$ cat src/rtl/systolic_drain.sv
// systolic_drain: converts the staggered per-row drain streams of the systolic
// MAC array into bank-wise write transactions for the output matrix memory.
// Each row is tracked independently because the rows are skewed in time.
module systolic_drain #(
  parameter int unsigned D_W_ACC = 16,
  parameter int unsigned N1      = 4,
  parameter int unsigned N2      = 4,
  parameter int unsigned M       = 8,
  localparam int unsigned DEPTH  = (M * M) / N1,
  localparam int unsigned AW     = (DEPTH > 1) ? $clog2(DEPTH) : 1
) (
  input  logic                            clk,
  input  logic                            rst_n,
  input  logic                            clear,
  input  logic [N1-1:0][D_W_ACC-1:0]      D,
  input  logic [N1-1:0]                   valid_D,
  output logic [N1-1:0]                   wr_en,
  output logic [N1-1:0][AW-1:0]           wr_addr,
  output logic [N1-1:0][D_W_ACC-1:0]      wr_data,
  output logic                            done,
  output logic                            overflow
);

  localparam int unsigned CBN = M / N2;
  localparam int unsigned RBN = M / N1;
  localparam int unsigned KW  = (N2 > 1)  ? $clog2(N2)  : 1;
  localparam int unsigned CBW = (CBN > 1) ? $clog2(CBN) : 1;
  localparam int unsigned RAW = (RBN > 1) ? $clog2(RBN) : 1;

  logic [N1-1:0][KW-1:0]  k_q,  k_nxt;
  logic [N1-1:0][CBW-1:0] cb_q, cb_nxt;
  logic [N1-1:0][RAW-1:0] ra_q, ra_nxt;
  logic [N1-1:0]          fin_q, fin_nxt;
  logic [N1-1:0]          accept_c;
  logic [N1-1:0][AW-1:0]  addr_c;
  logic                   ovf_hit_c;

  // Per-row address generation and tile-position counter advance
  always_comb begin
    k_nxt     = k_q;
    cb_nxt    = cb_q;
    ra_nxt    = ra_q;
    fin_nxt   = fin_q;
    accept_c  = '0;
    addr_c    = '0;
    ovf_hit_c = 1'b0;
    for (int i = 0; i < int'(N1); i++) begin
      // Rightmost PE drains first, so beat k lands on column N2-1-k of the block
      addr_c[i] = AW'(32'(ra_q[i]) * M + 32'(cb_q[i]) * N2 + (N2 - 1) - 32'(k_q[i]));
      if (valid_D[i]) begin
        if (fin_q[i]) begin
          ovf_hit_c = 1'b1;
        end else begin
          accept_c[i] = 1'b1;
          if (k_q[i] == KW'(N2 - 1)) begin
            k_nxt[i] = '0;
            if (cb_q[i] == CBW'(CBN - 1)) begin
              cb_nxt[i] = '0;
              if (ra_q[i] == RAW'(RBN - 1)) begin
                // Final beat of the matrix: park the counters and mark the row done
                cb_nxt[i]  = cb_q[i];
                k_nxt[i]   = k_q[i];
                fin_nxt[i] = 1'b1;
              end else begin
                ra_nxt[i] = ra_q[i] + RAW'(1);
              end
            end else begin
              cb_nxt[i] = cb_q[i] + CBW'(1);
            end
          end else begin
            k_nxt[i] = k_q[i] + KW'(1);
          end
        end
      end
    end
  end

  // Counter/flag state and registered write outputs; clear beats any valid beat
  always_ff @(posedge clk or negedge rst_n) begin
    if (!rst_n) begin
      k_q      <= '0;
      cb_q     <= '0;
      ra_q     <= '0;
      fin_q    <= '0;
      wr_en    <= '0;
      wr_addr  <= '0;
      wr_data  <= '0;
      done     <= 1'b0;
      overflow <= 1'b0;
    end else if (clear) begin
      k_q      <= '0;
      cb_q     <= '0;
      ra_q     <= '0;
      fin_q    <= '0;
      wr_en    <= '0;
      done     <= 1'b0;
      overflow <= 1'b0;
    end else begin
      k_q      <= k_nxt;
      cb_q     <= cb_nxt;
      ra_q     <= ra_nxt;
      fin_q    <= fin_nxt;
      wr_en    <= accept_c;
      done     <= &fin_q;
      overflow <= overflow | ovf_hit_c;
      for (int i = 0; i < int'(N1); i++) begin
        if (accept_c[i]) begin
          wr_addr[i] <= addr_c[i];
          wr_data[i] <= D[i];
        end
      end
    end
  end

endmodule

$ cat config.mk
export PLATFORM = sky130hd
export DESIGN_NAME = systolic_drain
export DESIGN_NICKNAME = d
export VERILOG_FILES = /design/src/rtl/systolic_drain.sv
export SDC_FILE = /design/constraint.sdc
export NUM_CORES = 1
export LEC_CHECK = 0
export ABC_AREA = 1
export BUFFER_PORTS_ARGS = -buffer_cell sky130_fd_sc_hd__clkbuf_2
export CORE_UTILIZATION = 49
export DETAILED_ROUTE_END_ITERATION = 10
export PLACE_DENSITY_LB_ADDON = 0.12
export SYNTH_ARGS = -nofsm -noshare
export SYNTH_HDL_FRONTEND = slang
export SYNTH_SLANG_ARGS = --single-unit
$ cat constraint.sdc
create_clock -name clk -period 1.5 [get_ports clk]
set_input_delay 0.15 -clock clk [delete_from_list [all_inputs] [get_ports clk]]
set_output_delay 0.15 -clock clk [all_outputs]
set_load 0.005 [all_outputs]
; Word-level counts from Yosys, hierarchy flattened
; Index checks and enable logic that the tools add are counted.
[word_totals]
ff_bits = 106
latch_bits = 0
ramBits = 0
romBits = 0
out_inout_bits = 86
n_memories = 0
[op_classes]
n_addsub = 24
mul = 0
div_mod_pow = 0
order_cmp = 0
n_eq_ne = 12
shifts = 0
muxes = 99
bitwise = 2
n_reduce_logical = 29
[ops]
columns = cell, count
row1 = 1-bit two-way mux, 74
row2 = 2-bit two-way mux, 20
row3 = 3-bit AND reduction, 8
row4 = 2-bit nonzero test, 12
row5 = 4-bit AND reduction, 5
row6 = 4-bit by 2-bit adder with 4-bit output (second input constant), 4
row7 = 4-bit by 3-bit adder with 4-bit output, 4
row8 = 4-bit two-way mux, 4
row9 = 4-bit != test (second input constant), 4
row10 = 4-bit by 2-bit subtractor with 4-bit output, 4
row11 = 1-bit adder (second input constant), 8
row12 = 2-bit by 1-bit adder with 2-bit output (second input constant), 4
row13 = 2-bit == test (second input constant), 4
row14 = 8-bit two-way mux, 1
row15 = 2-bit != test (second input constant), 4
row16 = 2-bit AND reduction, 4
row17 = 1-bit NOT, 1
row18 = 1-bit OR, 1

; Depth between registers and ports, before layout
; Gate-level depths: netlist of the first run.
[logic_depth]
word_depth = 10
depth_mapped = 7
ltp_nobuf = 7

; Worst setup path after synthesis of the first run
; OpenSTA, ideal clock, no wires.
[synth_timing]
path_kind = register -> register
from = register fin_q[2]
to = register wr_data[35] in the netlist's numbering
arrival_time_ns = 1.026
slack_ns = 0.409
stages_incl_launch_ff = 5
path_buffers = 1
cell_sequence = dfrtp_1 > nor3_4 > buf_6 > nand2_1 > nand2_1
[synth_via]
elab_chain_cells = 3
[synth_lines]
columns = element, line
row1 = start: declaration, 33  ; logic [N1-1:0] fin_q, fin_nxt;
row2 = start signal: assignment, 102  ; fin_q <= fin_nxt;
row3 = 1-bit two-way mux, 51  ; if (fin_q[i]) begin
row4 = 1-bit two-way mux, 50  ; if (valid_D[i]) begin
row5 = 2-bit AND reduction (no line), -
row6 = end signal: indexed assignment, 109  ; wr_data[i] <= D[i];
row7 = end: declaration, 19  ; output logic [N1-1:0][D_W_ACC-1:0] wr_data,
; No other way between the ends.
; A chain may end at the register's enable or synchronous reset.

; Worst setup path after layout of the first run
[layout_timing]
from = register fin_q[3]
to = register wr_data[50] in the netlist's numbering
; Same word-level chain as after synthesis.

==> results of run 1 <==
[path summary, 6_finish.rpt]
check                              end        from  cells past startpoint
min                        wr_data[50]       D[50]                      3
max                        wr_data[50]    fin_q[3]                      5
min in group asynchronous  wr_data[39]       rst_n                      2
max in group asynchronous  wr_data[55]       rst_n                      3
max reg2reg                wr_data[50]    fin_q[3]                      5
min reg2reg                 wr_addr[0]  wr_addr[0]                      2
[synthesized netlist by cell type, drive strengths merged]
cell    instances  share of area, %
inv            20               1.8
o21bai          1              0.17
ha              4               1.2
nor3            1              0.38
a21oi           4              0.46
nand4           7               1.0
nand3          20               2.9
nor2           14               1.9
nand2         261                23
dfrtp         106                61
o21ai          16               2.2
buf            16               3.3
o22ai           1              0.15
[power by group through the flow]
stage               sequential, uW  clock, uW  combinational [uW]
global route                  3400       1780                1260
detailed placement            3410          0                 983
global placement              3400          0                 952
CTS                           3350       1670                1110
finish                        3350       1620                1110
floorplan                     3430          0                 421
[cell usage in the layout (no fill, tap or decap)]
cell type | Yosys | final
clkbuf_8 | 0 | 10
o21bai_1 | 1 | 1
nand2_1 | 257 | 257
o21ai_1 | 6 | 6
inv_6 | 0 | 2
clkbuf_1 | 0 | 2
nand4_1 | 7 | 7
nor2_2 | 2 | 2
nand3_1 | 18 | 18
dlygate4sd3_1 | 0 | 64
dfrtp_1 | 106 | 106
nand2_2 | 2 | 2
nor3_4 | 1 | 1
inv_1 | 16 | 16
inv_4 | 1 | 1
buf_4 | 5 | 8
clkinv_4 | 0 | 2
nand2_4 | 2 | 2
a21oi_1 | 4 | 4
nor2_4 | 3 | 3
o21ai_0 | 6 | 6
buf_12 | 0 | 2
o22ai_1 | 1 | 1
nor2_1 | 9 | 9
nand3_4 | 2 | 2
clkbuf_2 | 0 | 155
o21ai_2 | 4 | 4
ha_1 | 4 | 4
inv_2 | 3 | 3
[worst max-delay path, cell delays in order, from the launching register on]
cell	delay (ns)
dfrtp_1	0.44
nor2_4	0.21
nand2_4	0.20
inv_4	0.22
nand2_1	0.08
nand2_1	0.07
[per-stage QoR]
step	hold slack [ns]	util, %	std cells	power (uW)
6_report	0.01380	71.61	805	6081
2_1_floorplan	-0.1456	-	471	3847
3_3_place_gp	0.06936	61.82	725	4353
5_1_grt	0.03118	71.61	805	6434
4_1_cts	0.008345	71.61	805	6141
3_5_place_dp	0.07305	61.82	725	4389
[area by class of cell]
type | count | share of cell area, %
Clock buffer | 12 | 2.418
Clock inverter | 4 | 0.5837
Inverter | 20 | 1.292
Multi-Input combinational cell | 329 | 24.06
Sequential cell | 106 | 44.19
Tap cell | 105 | 2.189
Timing Repair Buffer | 229 | 25.27
[per-layer routing]
metal,part of all wire (%),track usage (%),vias to the layer above
li1,-,-,1908
met1,43,26.69,1767
met2,50,38.39,112
met3,5.2,3.791,13
met4,1.5,8.955,0
met5,0,0,-
[state kept, by name, indices dropped and copies added, names as in the netlist]
register	count
cb_q	4
done	1
fin_q	4
k_q	8
overflow	1
ra_q	4
wr_addr	16
wr_data	64
wr_en	4
[logic make-up (layout without fill, tap and decap cells)]
group	after synthesis	after routing
compound gates	22	22
fa+ha+maj	4	4
buf+inv	36	265
flops	106	106
simple gates	303	303
[what timing repair did]
| action | 4_1_cts | 5_1_grt |
|---|---|---|
| setup endpoints to repair | 0 | 0 |
| hold endpoints to repair | 131 | 0 |
| hold buffers | 64 | 0 |
==> results.sh, run 1 <==
export IMPL_tns_ns=0
export IMPL_drt_total_wl_um=9854
export IMPL_timing_final_crit_share_pct=85.91
export IMPL_final_nets=770
export IMPL_peakVddDrop_mv=0.4488
export IMPL_skew_ns=0.009529
export IMPL_switchingPower_uw=1686
export IMPL_clock_tree_buffer_depth=2
export IMPL_grt_pass1_wl_um=15410
export IMPL_viasPerCell=4.720
export IMPL_power_share_switching_pct=27.72
export IMPL_areaGrowthSynthToFinish_pct=39.04
export IMPL_clkTransAtPathRegs_ns=0.09
export IMPL_dr_pass1_iters=4
export IMPL_cts_resized=0
export IMPL_synthAdderAreaFrac_pct=1.159
export IMPL_drive_gt1_share_pct=28.43
export IMPL_synth_area_mux_share_pct=0
export IMPL_rsz0062_at_grt="no"
export IMPL_grt_pass1_vias=3504
export IMPL_post_dp_cell_area_mm2=0.005181
export IMPL_cp_end_kind="flop"
export IMPL_antenna_found_initial=0
export IMPL_dieWidth_um=95.86
export IMPL_start_util_pct=51.50
export IMPL_clockRootBuffer="clkbuf_8"
export IMPL_p_int_uw=4396
export IMPL_stdcell_area_mm2=0.006002
export IMPL_p_seq_share_pct=55.2
export IMPL_worst_pin_slew_ns=0.4114
export IMPL_yosys_area_share_simple_pct=29.30
export IMPL_synth_cell_types=24
export IMPL_clock_fmax_ghz=0.7760
export IMPL_cap_violations=0
export IMPL_critPathKind="flop to flop"
export IMPL_syn_inst=471
export IMPL_crit_arrival_ns=1.58
export IMPL_diodes=0
export IMPL_wl_per_cell_um=12.24
export IMPL_io_pins=157
export IMPL_htree_levels=3
export IMPL_hold_path_class="input port to flop"
export IMPL_cts_setup_buffers=0
export IMPL_crit_path_start_kind="flop"
export IMPL_p_leak_uw=0.003379
export IMPL_reg2reg_slack_ns=0.21
export IMPL_drc=0
export IMPL_pre_cts_slack_ns=0.1490
export IMPL_register_area_mm2=0.002653
export IMPL_numCtsBuffers=9
export IMPL_gp_congestion=0.7674
export IMPL_synth_seq_cells=106
export IMPL_outcome="complete, no violations"
export IMPL_fin_crit_ns=1.289
export IMPL_multi_input_area_mm2=0.001444
export IMPL_syn_avg_cell_area_um2=9.165
export IMPL_synth_seq_area_share_pct=61.45
export IMPL_via_count=3800
export IMPL_yosysWarnings=0
export IMPL_hold_viol=0
export IMPL_grt_total_usage_pct=21.87
export IMPL_ant_nets=0
export IMPL_fillers=665
export IMPL_synth_top_family_by_area="simple AND/OR/NAND/NOR gates"
export IMPL_syn_area_mm2=0.004317
export IMPL_die_area_mm2=0.009189
export IMPL_numPortBuffers=156
export IMPL_p_comb_share_pct=18.2
export IMPL_setup_viol=0
export IMPL_grt_overflow_total=0
export IMPL_synth_xor_area_share_pct=0
export IMPL_synth_compound_area_share_pct=2.986
export IMPL_p_clk_share_pct=26.6
export IMPL_grt_max_degree=27
export IMPL_drt_iter0_markers=112
export IMPL_hpwl_um=6280
export IMPL_required_ns=1.79
export IMPL_num_rows=33
export IMPL_cts_tree="built"
export IMPL_relSlewSlack_pct=72.51
export IMPL_syn_num_nets=546
export IMPL_finalMaxSlewViolations=0
export IMPL_layout_setup_ws_ns=0.2114
export IMPL_core_mm2=0.008382
export IMPL_powerDensity_mw_per_mm2=1013
export IMPL_clk_latency_ns=0.36
export IMPL_crit_fanout=24
export IMPL_clock_sinks=106
export IMPL_die_h_um=95.86
No activity file was read; power rests on OpenSTA's default activity.
==> run 2, diff against run 1 <==
Settings changed: ABC_AREA 1 to 0, CAP_MARGIN set to 20.
==> run 2 against run 1 <==
Effect of this change: global-route usage shrank 2.1 points; register-to-register slack lost 0.15 ns; via count shrank 20%; hold slack lost 0.0049 ns; clock-buffer cell count shrank 2; clock power grew 6%; combinational power is essentially flat; sequential cell count is the same; die area grew 0.17%.
==> results.sh, run 2 <==
export IMPL_grt_pass1_wl_um=13590
export IMPL_diodes=0
export IMPL_timing_final_crit_share_pct=95.58
export IMPL_multi_input_area_mm2=0.001529
export IMPL_synth_top_area_cell="dfrtp_1"
export IMPL_clockRootBuffer="clkbuf_8"
export IMPL_syn_area_mm2=0.004324
export IMPL_largest_reg_flops=64
export IMPL_p_leak_uw=0.003079
export IMPL_drt_iter0_markers=54
export IMPL_fin_crit_ns=1.434
export IMPL_synthArstFlopShare_pct=100.0
export IMPL_synth_top_area_share_pct=61.34
export IMPL_tns_ns=0
export IMPL_yosysMostFrequentCell="dfrtp_1"
export IMPL_grt_max_degree=49
export IMPL_num_rows=33
export IMPL_synth_flop_cell="dfrtp_1"
export IMPL_worst_pin_slew_ns=0.3600
export IMPL_grt_use_met2_pct=34.11
export IMPL_grt_overflow_total=0
export IMPL_syn_num_nets=368
export IMPL_drc=0
export IMPL_powerDensity_mw_per_mm2=1042
export IMPL_syn_avg_cell_area_um2=14.76
export IMPL_outcome="complete, no violations"
export IMPL_synth_edf_count=0
export IMPL_pre_cts_slack_ns=0.04934
export IMPL_crit_path_start_kind="flop"
export IMPL_areaGrowthSynthToFinish_pct=37.12
export IMPL_clock_tree_buffer_depth=2
export IMPL_peakVddDrop_mv=0.7240
export IMPL_synth_seq_area_share_pct=61.34
export IMPL_drt_total_wl_um=8796
export IMPL_relSlewSlack_pct=76.00
export IMPL_final_cell_mix="155 x clkbuf_2, 105 x dfrtp_1, 47 x dlygate4sd3_1, 43 x mux2_2, 30 x mux2_4"
export IMPL_crit_start="fin_q[0]"
export IMPL_clock_sinks=106
export IMPL_final_common_cell="clkbuf_2"
export IMPL_cap_violations=0
export IMPL_cp_cell_sequence="or3b_1 -> buf_6 -> mux2_2"
export IMPL_fin_util_pct=70.74
export IMPL_crit_fanout=23
export IMPL_clock_fmax_ghz=0.6975
export IMPL_numPortBuffers=156
export IMPL_rsz0062_at_grt="no"
export IMPL_clk_latency_ns=0.36
export IMPL_required_ns=1.75
export IMPL_critical_path_top_delay_family="flip-flops"
export IMPL_reg_largest_list="wr_data x64, wr_addr x16, k_q x8"
export IMPL_htree_levels=3
export IMPL_dr_pass1_iters=4
export IMPL_critPathKind="flop to flop"
export IMPL_die_area_mm2=0.009204
export IMPL_skew_ns=0.01114
export IMPL_cts_setup_buffers=0
export IMPL_p_seq_share_pct=54.1
export IMPL_worstHoldStart="D[13]"
export IMPL_die_h_um=95.94
export IMPL_synthTopCellsByArea="dfrtp_1 61%, mux2_2 11%, mux2_4 10%, o21ai_0 1.4%, buf_6 1.3%"
export IMPL_start_util_pct=51.59
export IMPL_via_count=3047
export IMPL_io_pins=157
export IMPL_cp_end_kind="flop"
export IMPL_hold_slack_ns=0.008891
export IMPL_ant_nets=0
export IMPL_finalMaxSlewViolations=0
export IMPL_core_mm2=0.008382
export IMPL_layout_setup_ws_ns=0.06629
export IMPL_slowest_delay_ns=0.45
export IMPL_wl_per_cell_um=14.26
export IMPL_syn_inst=293
export IMPL_synth_cell_types=28
export IMPL_numCtsBuffers=9
export IMPL_hold_viol=0
export IMPL_cts_tree="built"
export IMPL_drive_gt1_share_pct=50.98
export IMPL_p_clk_share_pct=27.9
export IMPL_hpwl_um=5949
export IMPL_grt_met1_usage_pct=23.33
export IMPL_grtUsageMet3_pct=6.556
export IMPL_power_share_switching_pct=25.03
export IMPL_regMostFlops="wr_data"
export IMPL_yosysWarnings=0
export IMPL_reg2reg_slack_ns=0.07
export IMPL_slowest_stage="dfrtp_2"
export IMPL_gp_congestion=0.7560
export IMPL_clkTransAtPathRegs_ns=0.10
export IMPL_grt_pass1_vias=2973
export IMPL_hold_path_class="input port to flop"
export IMPL_r2r_start="fin_q[0]"
export IMPL_p_int_uw=4633
export IMPL_final_nets=582
export IMPL_viasPerCell=4.938
export IMPL_top_usage_layer="met2"
export IMPL_setup_viol=0
export IMPL_synth_seq_cells=106
export IMPL_fillers=634
export IMPL_antenna_found_initial=0
export IMPL_dieWidth_um=95.94
export IMPL_crit_buf_inv=1
export IMPL_grt_total_usage_pct=19.77
export IMPL_switchingPower_uw=1547
export IMPL_register_area_mm2=0.002654
export IMPL_crit_arrival_ns=1.68
export IMPL_p_comb_share_pct=18.0
export IMPL_ys_top_cells_by_count="106 x dfrtp_1, 43 x mux2_2, 30 x mux2_4"
run 2: cell count changes in the layout (fill, tap and decap cells not counted), moves of 6 or more:
cell	delta
inv_1	-12
nand3_1	-17
o21ai_1	-6
mux2_2	+43
nand2b_1	+9
nand4_1	-7
mux2_4	+30
o21ai_0	+6
dlygate4sd3_1	-17
nand2_1	-245
nor2b_1	+6
run 2: stage by stage:
stage	cell area [um2]	instances	total power, uW
after floorplan	4324	293	3882
after global placement	5255	554	4380
after detailed placement	5255	554	4425
after CTS	5828	608	6246
after global routing	5929	617	6528
final	5929	617	6179
run 2: cell type report:
class / count / area share [%]
Multi-Input combinational cell: 168 / 25.79
Sequential cell: 106 / 44.76
Clock inverter: 6 / 1.097
Tap cell: 105 / 2.216
Timing Repair Buffer: 218 / 23.74
Inverter: 4 / 0.2532
Clock buffer: 10 / 2.152
run 2: worst reg2reg max path, stage by stage, from the launching register on:
cell     delay, ns
dfrtp_2       0.45
or3b_1        0.38
buf_6         0.19
mux2_2        0.30
run 2: power by group through the flow:
stage / logic, uW / registers, uW / clock network [uW]
after floorplan: 476 / 3410 / 0
after global placement: 997 / 3380 / 0
after detailed placement: 1030 / 3400 / 0
after CTS: 1100 / 3350 / 1800
after global routing: 1230 / 3390 / 1910
final: 1110 / 3340 / 1720
run 2: routing by layer:
| layer | vias up | share of wire [%] | routed length (um) |
|---|---|---|---|
| met5 | - | 0 | 0 |
| met3 | 9 | 5.7 | 498 |
| met2 | 87 | 52 | 4588 |
| met4 | 0 | 1.2 | 104 |
| li1 | 1453 | - | - |
| met1 | 1498 | 41 | 3605 |
run 2: worst paths after layout:
kind                                to  cells after the start
setup / recovery            wr_data[1]                      3
hold reg to reg             wr_addr[4]                      2
max in group asynchronous   wr_data[2]                      3
hold / removal             wr_data[13]                      2
setup reg to reg            wr_data[1]                      3
min in group asynchronous     wr_en[2]                      2
run 2: what timing repair did:
action	CTS	global route
resized for setup	0	3
hold buffers	38	9
setup endpoints to repair	0	19
hold endpoints to repair	61	9
run 2: cells by family after synthesis:
logic type	synth area share [%]
AOI/OAI and AO/OA	4.138
adders and majority gates	1.157
buffers and inverters	3.443
DFF	61.34
muxes	22.57
and+or+nand+nor	7.349
==> run 3, diff against run 2 <==
Settings changed: CORE_ASPECT_RATIO set to 0.9.
==> run 3 against run 2 <==
Effect of this change: die area about the same; sequential share of layout area is 1.5 points higher; sequential cell count did not move; highest routed layer unchanged; hold slack improved by 0.0077 ns; largest cell class unchanged; clock-buffer cell count grew 2; setup slack got worse by 0.014 ns; clock skew decreased by 0.0039 ns; largest power group unchanged.
==> results.sh, run 3 (same netlist as run 2, synthesis figures left out) <==
export IMPL_stdcell_area_mm2=0.005729
export IMPL_skew_ns=0.007252
export IMPL_crit_path_start_kind="flop"
export IMPL_numPortBuffers=156
export IMPL_pre_cts_slack_ns=0.07815
export IMPL_outcome="complete, no violations"
export IMPL_diodes=0
export IMPL_timing_rr_end="k_q[0]"
export IMPL_areaGrowthSynthToFinish_pct=32.49
export IMPL_hold_path_class="input port to flop"
export IMPL_cts_tree="built"
export IMPL_clkTransAtPathRegs_ns=0.09
export IMPL_grt_pass1_wl_um=12650
export IMPL_core_mm2=0.008568
export IMPL_regMostFlops="wr_data"
export IMPL_crit_arrival_ns=1.69
export IMPL_final_common_cell="clkbuf_2"
export IMPL_finalPower_uw=6451
export IMPL_slowest_delay_ns=0.41
export IMPL_numCtsBuffers=9
export IMPL_final_cell_mix="155 x clkbuf_2, 106 x dfrtp_1, 43 x mux2_2, 30 x mux2_4, 19 x dlygate4sd3_1"
export IMPL_clock_tree_buffer_depth=2
export IMPL_peakVddDrop_mv=0.6974
export IMPL_grt_total_usage_pct=17.69
export IMPL_post_dp_cell_area_mm2=0.005295
export IMPL_tns_ns=0
export IMPL_cts_resized=0
export IMPL_powerDensity_mw_per_mm2=1126
export IMPL_htree_levels=3
export IMPL_relSlewSlack_pct=79.14
export IMPL_worstHoldStart="D[31]"
export IMPL_slowest_stage="dfrtp_1"
export IMPL_hold_slack_ns=0.01659
export IMPL_dr_pass1_iters=6
export IMPL_cts_hold_buf=4
export IMPL_viasPerCell=4.870
export IMPL_num_rows=32
export IMPL_rr_worst_depth=3
export IMPL_dieWidth_um=101.0
export IMPL_clock_sinks=106
export IMPL_path_depth=3
export IMPL_r2r_start="k_q[0]"
export IMPL_rsz0062_at_grt="no"
export IMPL_clock_fmax_ghz=0.6908
export IMPL_cap_violations=0
export IMPL_grt_overflow_total=0
export IMPL_layout_setup_ws_ns=0.05238
export IMPL_ant_nets=0
export IMPL_antenna_found_initial=0
export IMPL_drc=0
export IMPL_die_h_um=91.12
export IMPL_final_nets=552
export IMPL_min_path_cells=2
export IMPL_cp_end_kind="flop"
export IMPL_cts_setup_buffers=0
export IMPL_required_ns=1.75
export IMPL_start_util_pct=50.47
export IMPL_grt_pass1_vias=2834
export IMPL_hold_viol=0
export IMPL_drt_iter0_markers=50
export IMPL_critical_path_top_delay_family="flip-flops"
export IMPL_reg_largest_list="wr_data x64, wr_addr x16, k_q x8"
export IMPL_io_pins=157
export IMPL_timing_final_crit_share_pct=96.51
export IMPL_hold_end="wr_data[31]"
export IMPL_cp_cell_sequence="ha_1 -> a31oi_1 -> mux2_2"
export IMPL_worst_pin_slew_ns=0.3129
export IMPL_die_area_mm2=0.009205
export IMPL_gp_congestion=0.7704
export IMPL_fillers=698
export IMPL_crit_fanout=5
export IMPL_via_count=2927
export IMPL_clk_latency_ns=0.36
export IMPL_grt_max_degree=61
export IMPL_setup_viol=0
export IMPL_drive_gt1_share_pct=53.11
export IMPL_reg2reg_slack_ns=0.05
export IMPL_p_leak_uw=0.002994
export IMPL_finalMaxSlewViolations=0
export IMPL_drt_total_wl_um=8057
export IMPL_hpwl_um=5557
export IMPL_critPathKind="flop to flop"
export IMPL_crit_buf_inv=0
export IMPL_clockRootBuffer="clkbuf_8"
export IMPL_fin_crit_ns=1.448
export IMPL_largest_reg_flops=64
export IMPL_wl_per_cell_um=13.41
==> run 3: report_power, final <==
group          internal [uW]  total [uW]  leakage, uW  switching [uW]
Combinational            648        1050      0.00156             406
Sequential              3170        3330      0.00131             167
Clock                   1160        2060     0.000121             903
==> run 3: worst max path at each step <==
stage          startpoint          end  slack, ns
2_1_floorplan    fin_q[3]  wr_data[49]       0.03
3_3_place_gp     fin_q[0]   wr_data[4]       0.12
3_5_place_dp     fin_q[0]   wr_data[8]       0.08
4_1_cts            k_q[0]       k_q[0]       0.06
5_1_grt            k_q[0]       k_q[0]       0.01
6_report           k_q[0]       k_q[0]       0.05
==> run 3: cell type report <==
cell class,instances,area [um2],share of cell area (%)
clock inverters,4,98.84,1.725
well taps,119,148.9,2.599
clock buffers,12,145.1,2.533
multi-input cells,168,1523,26.58
flip-flops and latches,106,2653,46.30
inverters,4,15.01,0.2621
repair buffers,188,1146,20.00
==> run 3: through the flow <==
stage / utilization [%] / instances
2_1_floorplan: - / 293
3_3_place_gp: 61.80 / 566
3_5_place_dp: 61.80 / 566
4_1_cts: 65.11 / 586
5_1_grt: 66.87 / 601
6_report: 66.87 / 601
==> run 3: per-layer routing <==
metal  track usage (%)  wire, um  vias to the layer above
li1                  -         -                     1393
met5                 0         0                        -
met1             20.68      3445                     1436
met3             7.159       602                        7
met4             4.469        64                        0
met2             30.14      3945                       91
